==> src/rtl/spi_shift.sv <==
// -----------------------------------------------------------------------------
// spi_shift
//
// Serial data engine that sits directly after spi_clkgen. For each character of
// 1..DATA_WIDTH bits it drives MOSI on clkgen's shift strobes and captures MISO
// on its sample strobes. TIP is fed back to clkgen to gate the serial clock.
// The bit order does not depend on the SPI mode, because clkgen already emits
// its strobes in the order that CPOL/CPHA require.
//
// Ports
//   sys_clk  in   system clock, all state changes on the rising edge
//   rst      in   synchronous reset, active low (0 = reset)
//   go       in   start request, accepted only while idle
//   len      in   character length, 0 encodes DATA_WIDTH bits
//   lsb      in   1 = LSB first, 0 = MSB first
//   tx_data  in   word to transmit, latched when go is accepted
//   shift    in   clkgen drive strobe (one sys_clk wide)
//   sample   in   clkgen capture strobe (one sys_clk wide)
//   miso     in   serial input
//   TIP      out  transfer in progress
//   mosi     out  serial output (registered)
//   rx_data  out  last received character, zero above its length
//   done     out  one-cycle pulse at the end of a transfer
// -----------------------------------------------------------------------------
module spi_shift #(
    parameter int DATA_WIDTH = 32,
    parameter int LEN_WIDTH  = 5
) (
    input  logic                  sys_clk,
    input  logic                  rst,
    input  logic                  go,
    input  logic [LEN_WIDTH-1:0]  len,
    input  logic                  lsb,
    input  logic [DATA_WIDTH-1:0] tx_data,
    input  logic                  shift,
    input  logic                  sample,
    input  logic                  miso,
    output logic                  TIP,
    output logic                  mosi,
    output logic [DATA_WIDTH-1:0] rx_data,
    output logic                  done
);

    // Counters are one bit wider than len so that a full DATA_WIDTH character
    // length is representable.
    localparam int            CW       = LEN_WIDTH + 1;
    localparam logic [CW-1:0] FULL_LEN = CW'(DATA_WIDTH);

    typedef enum logic {
        IDLE = 1'b0,
        XFER = 1'b1
    } state_t;

    state_t                  state,   state_nxt;
    logic [DATA_WIDTH-1:0]   tx_sr,   tx_sr_nxt;
    logic [DATA_WIDTH-1:0]   rx_sr,   rx_sr_nxt;
    logic [CW-1:0]           rx_cnt,  rx_cnt_nxt;
    logic [CW-1:0]           tx_ptr,  tx_ptr_nxt;
    logic [CW-1:0]           nbits,   nbits_nxt;
    logic                    lsb_r,   lsb_nxt;
    logic                    mosi_nxt;
    logic                    done_nxt;
    logic [DATA_WIDTH-1:0]   rx_data_nxt;

    // Register bit position for serial position pos of an n-bit character.
    // pos is always below n, so the result fits in LEN_WIDTH bits.
    function automatic logic [LEN_WIDTH-1:0] bit_idx(
        input logic [CW-1:0] pos,
        input logic [CW-1:0] n,
        input logic          lsb_first
    );
        return LEN_WIDTH'(lsb_first ? pos : (n - pos - 1'b1));
    endfunction

    // Advance the transmit pointer but never past the last bit of the
    // character.
    function automatic logic [CW-1:0] sat_inc(
        input logic [CW-1:0] pos,
        input logic [CW-1:0] n
    );
        return ((pos + 1'b1) < n) ? (pos + 1'b1) : pos;
    endfunction

    assign TIP = (state == XFER);

    always_ff @(posedge sys_clk) begin
        if (!rst) begin
            state   <= IDLE;
            tx_sr   <= '0;
            rx_sr   <= '0;
            rx_cnt  <= '0;
            tx_ptr  <= '0;
            nbits   <= '0;
            lsb_r   <= 1'b0;
            mosi    <= 1'b0;
            done    <= 1'b0;
            rx_data <= '0;
        end else begin
            state   <= state_nxt;
            tx_sr   <= tx_sr_nxt;
            rx_sr   <= rx_sr_nxt;
            rx_cnt  <= rx_cnt_nxt;
            tx_ptr  <= tx_ptr_nxt;
            nbits   <= nbits_nxt;
            lsb_r   <= lsb_nxt;
            mosi    <= mosi_nxt;
            done    <= done_nxt;
            rx_data <= rx_data_nxt;
        end
    end

    always_comb begin
        state_nxt   = state;
        tx_sr_nxt   = tx_sr;
        rx_sr_nxt   = rx_sr;
        rx_cnt_nxt  = rx_cnt;
        tx_ptr_nxt  = tx_ptr;
        nbits_nxt   = nbits;
        lsb_nxt     = lsb_r;
        done_nxt    = 1'b0;
        rx_data_nxt = rx_data;

        case (state)
            IDLE: begin
                // Strobes are ignored here; only go matters.
                if (go) begin
                    state_nxt  = XFER;
                    tx_sr_nxt  = tx_data;
                    nbits_nxt  = (len == '0) ? FULL_LEN : {1'b0, len};
                    lsb_nxt    = lsb;
                    rx_sr_nxt  = '0;
                    rx_cnt_nxt = '0;
                    tx_ptr_nxt = '0;
                end
            end

            XFER: begin
                // A shift only advances once the current bit has been
                // sampled. This drops the leading CPHA=1 shift and keeps the
                // trailing CPHA=0 shift, with no mode input needed. The
                // decision uses the pre-update rx_cnt even if a sample
                // arrives in the same cycle.
                if (shift && (rx_cnt > tx_ptr)) begin
                    tx_ptr_nxt = sat_inc(tx_ptr, nbits);
                end

                if (sample) begin
                    rx_sr_nxt[bit_idx(rx_cnt, nbits, lsb_r)] = miso;
                    rx_cnt_nxt = rx_cnt + 1'b1;
                    // Final sample: publish the character including the bit
                    // captured this cycle.
                    if (rx_cnt_nxt == nbits) begin
                        state_nxt   = IDLE;
                        done_nxt    = 1'b1;
                        rx_data_nxt = rx_sr_nxt;
                    end
                end
            end

            default: begin
                state_nxt = IDLE;
            end
        endcase

        // mosi is registered from the next-state view so the first bit is
        // already on the line in the first XFER cycle, ahead of any strobe.
        if (state_nxt == XFER) begin
            mosi_nxt = tx_sr_nxt[bit_idx(tx_ptr_nxt, nbits_nxt, lsb_nxt)];
        end else begin
            mosi_nxt = 1'b0;
        end
    end

endmodule

==> config.mk <==
export PLATFORM = sky130hd
export DESIGN_NAME = spi_shift
export DESIGN_NICKNAME = d
export VERILOG_FILES = /design/src/rtl/spi_shift.sv
export SDC_FILE = /design/constraint.sdc
export NUM_CORES = 1
export LEC_CHECK = 0
export BUFFER_PORTS_ARGS = -buffer_cell sky130_fd_sc_hd__buf_4
export CAP_MARGIN = 10
export CORE_ASPECT_RATIO = 0.8
export CORE_MARGIN = 8
export CORE_UTILIZATION = 55
export DETAILED_ROUTE_END_ITERATION = 16
export HOLD_SLACK_MARGIN = 0.06
export PLACE_DENSITY = 0.76
export RECOVER_POWER = 25
export REMOVE_ABC_BUFFERS = 1
export SYNTH_ARGS = -nofsm -noshare
export SYNTH_HDL_FRONTEND = slang
export SYNTH_SLANG_ARGS = --single-unit
==> constraint.sdc <==
create_clock -name sys_clk -period 12.1 [get_ports sys_clk]
set_clock_uncertainty 0.2 [all_clocks]
set_input_delay 1.815 -clock sys_clk [delete_from_list [all_inputs] [get_ports sys_clk]]
set_output_delay 1.815 -clock sys_clk [all_outputs]
set_load 0.1 [all_outputs]
Word-level counts from Yosys, hierarchy flattened
Index checks and enable logic that the tools add are counted.
- logic and storage cells: 61
- bits in registers: 118
- input bits: 44
- output and inout port bits: 35
- bitwise gates (word level): 1
- reduce and logical (&&, ||, !) cells: 7
- equal/unequal tests: 3
- muxes and demuxes: 29
- add/sub/neg operators: 6
- $lt $le $gt $ge: 5
- operators with widths (cell ; count):
    $mux 32 ; 4
    $pmux 32 s2 ; 1
    $mux 6 ; 8
    $bwmux 32 ; 1
    $pmux 6 s2 ; 2
    $add 6x1->6 const B ; 2
    $lt 5x6->1 const B ; 2
    $mux 5 ; 2
    $sub 5x1->5 const B ; 2
    $sub 5x5->5 ; 2
    $mux 1 ; 8
    $eq 6x6->1 ; 1
    $gt 6x6->1 ; 1
    $lt 6x6->1 ; 1
    $reduce_and 3->1 ; 2
    $bmux 1 s5 ; 1
    $demux 1 s5 ; 1
    $ge 5x1->1 const B ; 1
    $logic_not 5->1 ; 1
    $ne 2x2->1 const B ; 2
    $reduce_and 2->1 ; 2
    $logic_and 1x1->1 ; 2
    $pmux 1 s2 ; 1
    $not 1->1 ; 1

Longest topological paths before layout
- word-level depth: 10
- mapped depth: 23
- depth with buffers taken out: 22

Worst setup path before layout
Ideal clock, no wire load.
- path kind: input-to-reg
- start point: input go
- end point: register mosi
- data arrival time: 5.177 ns
- path buffers: 4
- required time: 11.830 ns
- library setup time: 0.070 ns
- stages on the path: 20
- setup slack: 6.653 ns
- cell sequence: nor2b_1 buf_4 buf_1 buf_2 clkbuf_1 nand2_1 nand2_1 ha_1 inv_1 fa_1 inv_1 a21o_1 a21oi_1 xor2_1 nor2_1 xnor2_1 or3_1 or3_1 a21oi_2 o2bb2ai_1
- longest elaborated chain between the ends: 7
- elaborated cells on any way between the ends: 16
- classes of those cells: 2 x add/sub; 13 x mux; 1 x reduce/logical
- ends and longest elaborated chain (element ; RTL line ; RTL):
    from (decl) ; 31 ; input logic go,
    $mux 6 ; 126 ; if (go) begin
    $mux 6 ; 123 ; case (state)
    net nbits_nxt[0] ; 59 ; logic [CW-1:0] nbits, nbits_nxt;
    $sub 5x5->5 ; 72 ; return LEN_WIDTH'(lsb_first ? pos : (n - pos - 1'b1));
    $sub 5x1->5 ; 72 ;
    $mux 5 ; 72 ;
    $bmux 1 s5 ; 168 ; mosi_nxt = tx_sr_nxt[bit_idx(tx_ptr_nxt, nbits_nxt, lsb_nxt)];
    $mux 1 (not written as such) ; 168 ;
    to (signal assigned) ; 106 ; mosi <= mosi_nxt;
    to (decl) ; 39 ; output logic mosi,
The timed path passes the listed nets, and every way through them passes these cells. The select of a mux whose other input is x is not followed.
A chain may end at the register's enable or synchronous reset.

Worst setup path after layout
- start point: input rst
- end point: register mosi
- longest elaborated chain between the ends: 1
- ends and longest elaborated chain (element ; RTL line ; RTL):
    from (decl) ; 30 ; input logic rst,
    $reduce_and 2->1 (no line) ; -- ;
No other way between the ends.

==> metrics <==
Final TNS setup=0 ns; Max-slew headroom=-182%; row count=35; number of global-route vias before repair=5,390; Cell Pwr Density=148 nW/µm²; core area=11,500 µm²; final hold vios=0; Setup CP Type=input port to register; max-slew violation count=118; slowest CP cell=clkbuf_1; Pwr Total=0.00112 W; vias=5,496; R2R Setup Slk=7.09 ns; clock sinks=118; Max VDD drop=97.9 µV; CTS clk-pin slew, worst paths=0.06 ns; crit path time final=6.35 ns; Max Freq=157 MHz; post-synthesis async set-or-reset flop share=0%; postcts setup bufs=0; critical path cell sequence=clkbuf_1 > o21ai_0 > or3_1 > or3_1 > a21oi_2 > o2bb2ai_1; clock buffer depth=2; synthesized instance count=762; ratio of cells with drive above 1 in the final layout=14.0%; Area contributors post-synth=dfxtp_1 (37%), nand2_1 (8.6%), mux2i_1 (8.4%); # setup viols final=0; Buf+Inv Stages, Crit Path=1; Main synth FF type=dfxtp_1; first drt pass iteration count=5; register area share after synthesis=36.6%; Via-to-Cell Ratio=5.64; Initial Utilization=56.2%; register bit count reported by yosys=118; wire per inst=16.1 µm; CP endpoint=mosi; final WL=15.6 mm; die area=15,500 µm²; fin nets=880; syn_area_per_cell=8.46 µm²; Detailed Route Iter0 Violations=334; TritonCTS clock tree=done; Clock Latency Late Sink=0.41 ns; global-route wire length before repair=26.0 mm; total congestion overflow=0; Crit. Startpoint=rst; synthesized area=6450 µm²; fin crit share=52.5%; R2R depth=20; MaxCap Viol Count=1; Die W=137 µm; Synth top area share=36.6%; GP Congestion=0.878; Worst Path Max Fanout=117; Pleak=3.38 nW; Hold/Removal Path Class=register to register; fin util=66.3%; n_diodes=0; crit-path most repeated cell=or3_1; Reg-to-Reg Start=tx_ptr[1]; die height=113 µm; Worst Setup End Kind=register; Total GRT Usage=20.5%; failing checks=max-capacitance violations, max-slew violations; post-route ant nets=0; cell family with most CP delay=buffers and inverters; Post-DP HPWL=10.8 mm; H-tree depth=4; Yosys warning total=0; Resized Gates After CTS=0; Synth-to-Final Area Change=18.0%; most common cell in the synthesized netlist=nand2_1; area leader, netlist=dfxtp_1; distinct cell type count after synthesis=59; number of flops mapped to enable cells by yosys=0; CP Launch Type=input port; largest net degree at the start of global routing=118; RSZ-0062 raised after global routing=no; R2R Path End=mosi; cts hold-fix bufs=0; CP Depth=6; DRC viols=0; Worst EP required=12.25 ns; most instantiated cells after synthesis=nand2_1 (147), dfxtp_1 (118), mux2i_1 (54); Num CTS Buffers=17; PortBufs=78; Slowest Stage Delay on Critical Path=2.92 ns; CTS root buf=clkbuf_16; Slew @ Worst Pin=4.23 ns; status=finished, violations left; initial antenna violation count=0; Crit path arrival time=6.50 ns; Ports=79
-- worst min-delay path by stage --
| stage | from | end | slack [ns] | depth (start not counted) |
|---|---|---|---|---|
| after floorplan | tx_sr[0] | tx_sr[0] | 0.24 | 2 |
| after global placement | tx_sr[18] | tx_sr[18] | 0.25 | 2 |
| after detailed placement | tx_sr[0] | tx_sr[0] | 0.26 | 2 |
| after CTS | tx_sr[0] | tx_sr[0] | 0.27 | 2 |
| after global routing | tx_sr[10] | tx_sr[10] | 0.29 | 2 |
| final | tx_sr[0] | tx_sr[0] | 0.26 | 2 |
-- sequential cells by signal (all words and copies together) (netlist names) --
| register | cells |
|---|---|
| nbits | 6 |
| tx_sr | 32 |
| rx_cnt | 6 |
| rx_data | 32 |
| TIP | 1 |
| rx_sr | 32 |
| mosi | 1 |
| lsb_r | 1 |
| done | 1 |
| tx_ptr | 6 |
-- placed cells by master, fill, tap and decap left out, types with 2 or more instances in the layout --
cell	synthesis	routed
ha_1	21	21
or3_1	4	4
clkinv_4	0	3
xnor2_1	13	13
clkbuf_1	36	20
a21oi_1	15	14
xor2_1	7	7
inv_8	0	2
clkinvlp_4	0	2
o211a_1	33	33
fa_1	2	2
clkbuf_16	0	17
and2_0	0	2
nand2b_1	6	6
a211oi_1	6	6
a21o_1	6	6
bufinv_16	0	3
mux2i_1	54	54
and2_1	41	39
nand2_1	147	147
inv_1	24	24
nor3_1	9	9
o21ai_0	45	45
dfxtp_1	118	118
nand3_1	21	21
mux4_2	5	5
a22o_1	2	2
a21oi_2	2	2
nor2_1	39	39
inv_6	0	4
or4_1	2	2
nor2b_1	18	17
a21boi_0	36	36
mux2_2	2	2
buf_4	2	62
o21a_1	4	4
and4_1	2	2
nand4_1	3	3
-- worst min-delay path, stage by stage (launching register included) --
cell and delay (ns):
dfxtp_1 0.30, nand2_1 0.04, a21boi_0 0.06
-- power breakdown --
part | leakage (nW) | switching (W) | total (W) | internal, W
sequential | 0.957 | 0.00000845 | 0.000409 | 0.000401
clock | 0.299 | 0.000199 | 0.000528 | 0.000329
combinational | 2.13 | 0.000120 | 0.000186 | 0.0000663
total | 3.38 | 0.000327 | 0.00112 | 0.000796
-- final cells by class --
type / count / area (µm²)
inverters: 24 / 90.1
well taps: 148 / 185
clock inverters: 15 / 194
flip-flops and latches: 118 / 2360
multi-input cells: 570 / 3810
fillers: 936 / 3860
clock buffers: 17 / 425
repair buffers: 82 / 541
-- per-layer routing --
layer / global-route usage [%] / routed length [µm] / part of all wire, %
met4: 6.79 / 242 / 1.5
met3: 4.25 / 709 / 4.5
met5: 0 / 0 / 0
met1: 28.4 / 7660 / 49
met2: 30.8 / 7030 / 45
-- cells by family after synthesis --
kind of cell | Yosys count | synth area share (%)
AND/OR/NAND/NOR | 298 | 21.6
multiplexers | 61 | 10.5
AO/OA/AOI/OAI | 168 | 19.2
adder cells (fa/ha/maj) | 23 | 4.70
flip-flops | 118 | 36.6
buffers and inverters | 74 | 4.74
XOR/XNOR | 20 | 2.72
-- per-stage QoR --
step / area [µm²] / worst slack [ns] / instances / hold slack (ns)
final: 7610 / 5.75 / 974 / 0.263
after global routing: 7610 / 5.23 / 974 / 0.289
after CTS: 7680 / 7.07 / 974 / 0.266
after detailed placement: 7060 / 6.62 / 942 / 0.257
after global placement: 7060 / 6.77 / 942 / 0.251
after floorplan: 6230 / 5.03 / 712 / 0.239
Power figures use the tool's default switching activity.
